### config.mk
export PLATFORM = sky130hd
export DESIGN_NAME = adder_2bit_bist
export DESIGN_NICKNAME = d
export VERILOG_FILES = /design/src/rtl/adder_bist_pkg.sv /design/src/rtl/adder_2bit_bist.sv
export SDC_FILE = /design/constraint.sdc
export NUM_CORES = 1
export LEC_CHECK = 0
export BUFFER_PORTS_ARGS = -buffer_cell sky130_fd_sc_hd__clkbuf_2
export CAP_MARGIN = 20
export CELL_PAD_IN_SITES_DETAIL_PLACEMENT = 1
export CELL_PAD_IN_SITES_GLOBAL_PLACEMENT = 1
export CORE_AREA = 2 2 58 60
export CTS_CLUSTER_DIAMETER = 120
export DETAILED_ROUTE_END_ITERATION = 8
export DIE_AREA = 0 0 60 62
export PLACE_DENSITY = 0.8
export REMOVE_ABC_BUFFERS = 1
export SETUP_SLACK_MARGIN = 0.3
export SYNTH_ARGS = -nofsm -noshare
export SYNTH_HDL_FRONTEND = slang
export SYNTH_SLANG_ARGS = --single-unit
### constraint.sdc
create_clock -name clk -period 2.4 [get_ports clk]
set_clock_uncertainty 0.15 [all_clocks]
set_input_delay 0.24 -clock clk [delete_from_list [all_inputs] [get_ports clk]]
set_output_delay 0.24 -clock clk [all_outputs]
set_load 0.01 [all_outputs]
### src/rtl/adder_bist_pkg.sv
// Shared definitions for the 2-bit adder built-in self test: FSM encoding,
// vector count and result counter width.
package adder_bist_pkg;

    typedef enum logic [1:0] {
        IDLE   = 2'd0,
        SETTLE = 2'd1,
        CHECK  = 2'd2,
        DONE   = 2'd3
    } state_t;

    localparam int NUM_VECTORS = 16;
    localparam int VEC_W       = $clog2(NUM_VECTORS);
    localparam int FAIL_CNT_W  = 5;

endpackage

### src/rtl/adder_2bit_bist.sv
// Exhaustive self test for a 2-bit adder: walks all 16 {A,B} operand pairs,
// waits SETTLE_CYCLES per vector, and counts/records mismatching results.
module adder_2bit_bist
    import adder_bist_pkg::*;
#(
    parameter int SETTLE_CYCLES = 2
) (
    input  logic                  clk,
    input  logic                  rst_n,
    input  logic                  Start,
    output logic [1:0]            A,
    output logic [1:0]            B,
    input  logic [1:0]            Sum,
    input  logic                  Carry,
    output logic                  Busy,
    output logic                  Done,
    output logic                  Pass,
    output logic [FAIL_CNT_W-1:0] Fail_cnt,
    output logic [3:0]            First_fail_vec,
    output logic                  First_fail_valid
);

    localparam logic [3:0]            SETTLE_LOAD = 4'(SETTLE_CYCLES);
    localparam logic [VEC_W-1:0]      LAST_IDX    = VEC_W'(NUM_VECTORS - 1);
    localparam logic [FAIL_CNT_W-1:0] FAIL_MAX    = FAIL_CNT_W'(NUM_VECTORS);

    state_t           state, state_nxt;
    logic [VEC_W-1:0] idx;
    logic [3:0]       settle_cnt;
    logic             mismatch;

    // The operand pair is the vector index itself, so {A,B} walks 0..15.
    assign {A, B}   = idx;
    assign mismatch = ({Carry, Sum} != ({1'b0, A} + {1'b0, B}));

    assign Busy = (state == SETTLE) || (state == CHECK);
    assign Done = (state == DONE);
    assign Pass = Done && (Fail_cnt == '0);

    always_ff @(posedge clk or negedge rst_n) begin
        if (!rst_n) begin
            state <= IDLE;
        end else begin
            state <= state_nxt;
        end
    end

    always_comb begin
        state_nxt = state;
        case (state)
            IDLE, DONE: if (Start) state_nxt = SETTLE;
            SETTLE:     if (settle_cnt <= 4'd1) state_nxt = CHECK;
            CHECK:      state_nxt = (idx == LAST_IDX) ? DONE : SETTLE;
            default:    state_nxt = IDLE;
        endcase
    end

    always_ff @(posedge clk or negedge rst_n) begin
        if (!rst_n) begin
            idx              <= '0;
            settle_cnt       <= '0;
            Fail_cnt         <= '0;
            First_fail_vec   <= '0;
            First_fail_valid <= 1'b0;
        end else begin
            case (state)
                IDLE, DONE: begin
                    if (Start) begin
                        idx              <= '0;
                        settle_cnt       <= SETTLE_LOAD;
                        Fail_cnt         <= '0;
                        First_fail_vec   <= '0;
                        First_fail_valid <= 1'b0;
                    end
                end
                SETTLE: begin
                    if (settle_cnt != 4'd0) settle_cnt <= settle_cnt - 4'd1;
                end
                CHECK: begin
                    if (mismatch) begin
                        if (Fail_cnt != FAIL_MAX) Fail_cnt <= Fail_cnt + FAIL_CNT_W'(1);
                        if (!First_fail_valid) begin
                            First_fail_vec   <= {A, B};
                            First_fail_valid <= 1'b1;
                        end
                    end
                    // On the last vector idx stays at 15 so {A,B} holds 4'b1111 in DONE.
                    if (idx != LAST_IDX) begin
                        idx        <= idx + VEC_W'(1);
                        settle_cnt <= SETTLE_LOAD;
                    end
                end
                default: ;
            endcase
        end
    end

endmodule

# ---- Word level (Yosys, flattened, before mapping)
# Cells that the tools add are included.
dict set report totals {
  register_bits 20
  word_cells 59
  out_inout_bits 17
}
dict set report classes {
  eq_ne 14
  magnitude_cmp 1
  n_mux 21
  add_sub_neg 4
  reduce_logical 13
}
# cell count
set op_table {}
lappend op_table {{$mux 4} 7}
lappend op_table {{$pmux 4 s2} 2}
lappend op_table {{$mux 5} 3}
lappend op_table {{$pmux 4 s3} 1}
lappend op_table {{$pmux 5 s2} 1}
lappend op_table {{$reduce_and 3->1} 3}
lappend op_table {{$ne 2x1->1 const B} 4}
lappend op_table {{$reduce_and 4->1} 2}
lappend op_table {{$mux 2} 3}
lappend op_table {{$ne 2x2->1 const B} 3}
lappend op_table {{$pmux 2 s3} 1}
lappend op_table {{$add 5x1->5 const B} 1}
lappend op_table {{$logic_not 5->1} 1}
lappend op_table {{$ne 5x5->1 const B} 1}
lappend op_table {{$add 4x1->4 const B} 1}
lappend op_table {{$eq 2x2->1 const B} 2}
lappend op_table {{$eq 4x4->1 const B} 1}
lappend op_table {{$le 4x1->1 const B} 1}
lappend op_table {{$ne 4x4->1 const B} 1}
lappend op_table {{$reduce_bool 4->1} 1}
lappend op_table {{$sub 4x1->4 const B} 1}
lappend op_table {{$add 2x2->3} 1}
lappend op_table {{$ne 3x3->1} 1}
lappend op_table {{$eq 2x1->1 const B} 1}
lappend op_table {{8 further kinds} 9}

# ---- Depth between registers and ports, before layout
dict set report depth {
  depth_word 4
  mapped_depth 7
  ltp_nobuf 6
}

# ---- Worst setup path after synthesis
# Ideal clock, no wire load.
dict set report synth_timing {
  kind {flip-flop to flip-flop}
  from {reg idx[2]}
  to {reg Fail_cnt[0]}
  path_stages_with_launch 7
  path_buffers 0
  required_ps 2125
  setup_slack_ps 176
  setup_time_ps 125
  arrival_time_ps 1949
  cell_sequence {dfrtp_1 ha_1 fa_1 xnor2_1 and3_1 nor3_1 mux2_2}
}
dict set report synth_via {
  elab_chain_cells 4
}
# element line
set synth_rtl {}
lappend synth_rtl {{from (decl)} adder_2bit_bist.sv:28} ;# logic [VEC_W-1:0] idx;
lappend synth_rtl {{from (signal assigned)} adder_2bit_bist.sv:89} ;# idx <= idx + VEC_W'(1);
lappend synth_rtl {{$add 2x2->3} adder_2bit_bist.sv:34} ;# assign mismatch = ({Carry, Sum} != ({1'b0, A} + {1'b0, B}));
lappend synth_rtl {{$ne 3x3->1} adder_2bit_bist.sv:34}
lappend synth_rtl {{$ne 2x2->1 (no source line)} -}
lappend synth_rtl {{$reduce_and 4->1 (no source line)} -}
lappend synth_rtl {{to (signal assigned)} adder_2bit_bist.sv:81} ;# if (Fail_cnt != FAIL_MAX) Fail_cnt <= Fail_cnt + FAIL_CNT_W'(1);
lappend synth_rtl {{to (decl)} adder_2bit_bist.sv:18} ;# output logic [FAIL_CNT_W-1:0] Fail_cnt,
# Every way passes these cells.
# A chain may end at the register's enable or synchronous reset.

# ---- Worst setup path after layout
dict set report layout_timing {
  from {reg idx[2]}
  to {reg Fail_cnt[3]}
}
# Same word-level chain as after synthesis.

==> metrics.csv <==
metric,value,unit
Yosys top cell area share,40.61,%
YS warnings,0,
Comb power frac,60.0,%
drt via density,5.584,
initial drt markers,40,
setup repair after global routing missed its margin,true,
PD cells,1027,mW/mm2
io pins,23,
CP max-delay cell,fa_2,
final WL,3.711,mm
"Seq/Total Area, Yosys",40.61,%
Register-to-Register Path Depth,7,
Hold Crit Class,in -> async,
CTS sink cnt,20,
R2R Setup Slk,0.11,ns
initial antenna violation count,0,
Worst-Skew Late Latency,0.32,ns
Initial Util,38.76,%
status,finished clean,
nets,175,
post-synth cell types,43,
startpoint types,flip-flop,
DR WL/cell,18.37,um
H-tree depth,1,
crit path time final,2.286,ns
TNS Setup,0,ns
final hold violation count,0,
Seq pwr share,29.5,%
WP buf/inv,1,
proportion of layout cells with a drive suffix above 1,35.26,%
ANT cells,0,
clk buf depth,2,
"FFs w/ async S/R, synth",100.0,%
Max transition margin,64.35,%
Worst Path Required,2.45,ns
fmax,437.5,MHz
first-pass detailed-route iteration total,4,
Crit path largest cell delay,0.61,ns
# fillers,355,
Worst-path clk slew,0.12,ns
gr ovfl total,0,
largest cells by area after synthesis,"dfrtp_1 (41%), ha_1 (10%), a22o_1 (4.3%), inv_1 (3.7%), mux2i_1 (3.2%)",
die height,62,um
Final Util,50.57,%
Die Wd,60,um
#FFs+latches synth,20,
crit-path max FO,5,
VDD IR max,477.7,uV
Syn Std Cell Area,0.001232,mm2
crit path kind,reg -> reg,
Final Cycle Share,95.23,%
global-route wire length before repair,5.989,mm
CORE AREA,0.003179,mm2
Final setup viols,0,
Synth area leader,dfrtp_1,
NetSw,0.7553,mW
Worst Max-Slew Pin Slew,0.5347,ns
post-DP HPWL,2.444,mm
area grow syn2layout,30.46,%
root buf cell,clkbuf_4,
largest net degree at the start of global routing,21,
crit-path cells,ha_2 -> fa_2 -> xnor2_4 -> and3_4 -> buf_4 -> o221ai_2 -> o41ai_2,
Routability Congestion,0.8251,
"Cell Count, Final, Fillers Out",202,
port bufs,22,
Max-Cap Viols,0,
Leakage,0.7660,nW
placed cell count,194,
crit-path leading delay family,adder cells,
CTS tree,built,
syn avg cell area,10.02,um2
Post-synth EDFFs,0,
top_reg_cell synth,dfrtp_1,
Worst R2R End,Fail_cnt[3],
row count,21,
internal power,0.8956,mW
Global Route Usage Sum,21.64,%
CP endpoint kind,flip-flop,
switching share of power,45.75,%
gate count after technology mapping,123,
clock power share,10.5,%
routed via count,1128,
TritonCTS Buffers,3,
vias in the first global route,1216,
Routed Antenna Nets,0,
Worst Path Arrival,2.34,ns
full die area,0.003720,mm2
DRC Markers,0,
Slew Limit Fails,0,
Worst R2R Start,idx[2],
==> how the worst max path moves through the flow <==
stage	startpoint	to	cells past startpoint	slack, ns
global route	idx[2]	Fail_cnt[3]	7	0.09
CTS	idx[2]	First_fail_vec[3]	6	0.23
detailed placement	idx[2]	First_fail_vec[3]	6	0.09
global placement	idx[2]	Fail_cnt[0]	6	0.21
finish	idx[2]	Fail_cnt[3]	7	0.11
floorplan	idx[2]	Fail_cnt[0]	6	0.17
==> power groups by stage <==
stage | logic [mW] | clock network (mW) | registers [mW]
6_report | 0.991 | 0.173 | 0.487
5_1_grt | 1.10 | 0.184 | 0.497
2_1_floorplan | 0.575 | 0 | 0.491
4_1_cts | 0.928 | 0.167 | 0.483
3_3_place_gp | 0.810 | 0 | 0.485
3_5_place_dp | 0.855 | 0 | 0.492
==> cell usage after synthesis, drive strengths merged, types with 2 or more instances <==
master and number:
a31oi 2, mux2 2, a22o 6, o21ai 4
a31o 2, nor3 3, clkbuf 2, nand4 2
ha 10, o41ai 2, xnor2 3, nor2 6
nand3 3, mux2i 4, o221ai 2, nor4 3
inv 12, nand2 10, dfrtp 20, a21oi 3
==> cells in the final DEF, fill, tap and decap left out, drive strengths merged, types with 3 or more instances in the layout <==
| cell type | count |
|---|---|
| nand2 | 10 |
| nand3 | 3 |
| ha | 10 |
| xnor2 | 3 |
| dfrtp | 20 |
| o21ai | 4 |
| clkbuf | 25 |
| inv | 12 |
| nor4 | 3 |
| a21oi | 3 |
| a22o | 6 |
| nor3 | 3 |
| buf | 10 |
| nor2 | 6 |
| mux2i | 4 |
==> flip-flops by register name, summed over array words and instances (netlist names) <==
name	cells
idx	4
First_fail_vec	4
state	2
First_fail_valid	1
settle_cnt	4
Fail_cnt	5
==> what timing repair did <==
| action | CTS | global route |
|---|---|---|
| resized for setup | 11 | 9 |
| hold endpoints to repair | 20 | 0 |
| endpoints found under the setup margin | 10 | 10 |
| buffers inserted | 2 | 2 |
| hold buffers | 1 | 0 |
| pin swaps | 9 | 2 |
==> routing by layer <==
metal / routed length (um) / GRT usage [%]
met1: 1497 / 25.68
met4: 136 / 10.79
met5: 0 / 0
met2: 1969 / 38.51
met3: 108 / 2.899
==> logic make-up (layout without fill, tap and decap cells) <==
| logic type | after synthesis | after routing | synth area share [%] |
|---|---|---|---|
| fa+ha+maj | 11 | 11 | 11.78 |
| flops | 20 | 20 | 40.61 |
| buf+inv | 15 | 48 | 4.670 |
| compound gates | 29 | 29 | 17.97 |
| xor+xnor | 3 | 3 | 2.132 |
| simple gates | 39 | 39 | 17.77 |
| mux | 6 | 6 | 5.076 |
==> stage by stage <==
stage / cell area (um2) / power [mW] / hold slack, ns / worst slack, ns
6_report: 1608 / 1.651 / 0.2647 / 0.1145
4_1_cts: 1538 / 1.579 / 0.2948 / 0.2271
3_5_place_dp: 1433 / 1.347 / 0.09129 / 0.08935
5_1_grt: 1608 / 1.777 / 0.3283 / 0.09039
3_3_place_gp: 1433 / 1.295 / 0.08506 / 0.2128
2_1_floorplan: 1220 / 1.066 / -0.2056 / 0.1671
==> worst reg2reg max path, cell delays in order (launching register included) <==
cell and delay, ns:
dfrtp_1 0.42, ha_2 0.20, fa_2 0.61, xnor2_4 0.13
and3_4 0.24, buf_4 0.14, o221ai_2 0.17, o41ai_2 0.12
==> layout make-up <==
class                      count  area (um2)  area share (%)
multi-input combinational     88       787.0           48.95
sequential                    20       500.5           31.13
timing repair buffer          33       195.2           12.14
tap                           46       57.56           3.580
inverter                      12       45.04           2.802
clock buffer                   3       22.52           1.401
Power figures use the tool's default switching activity.
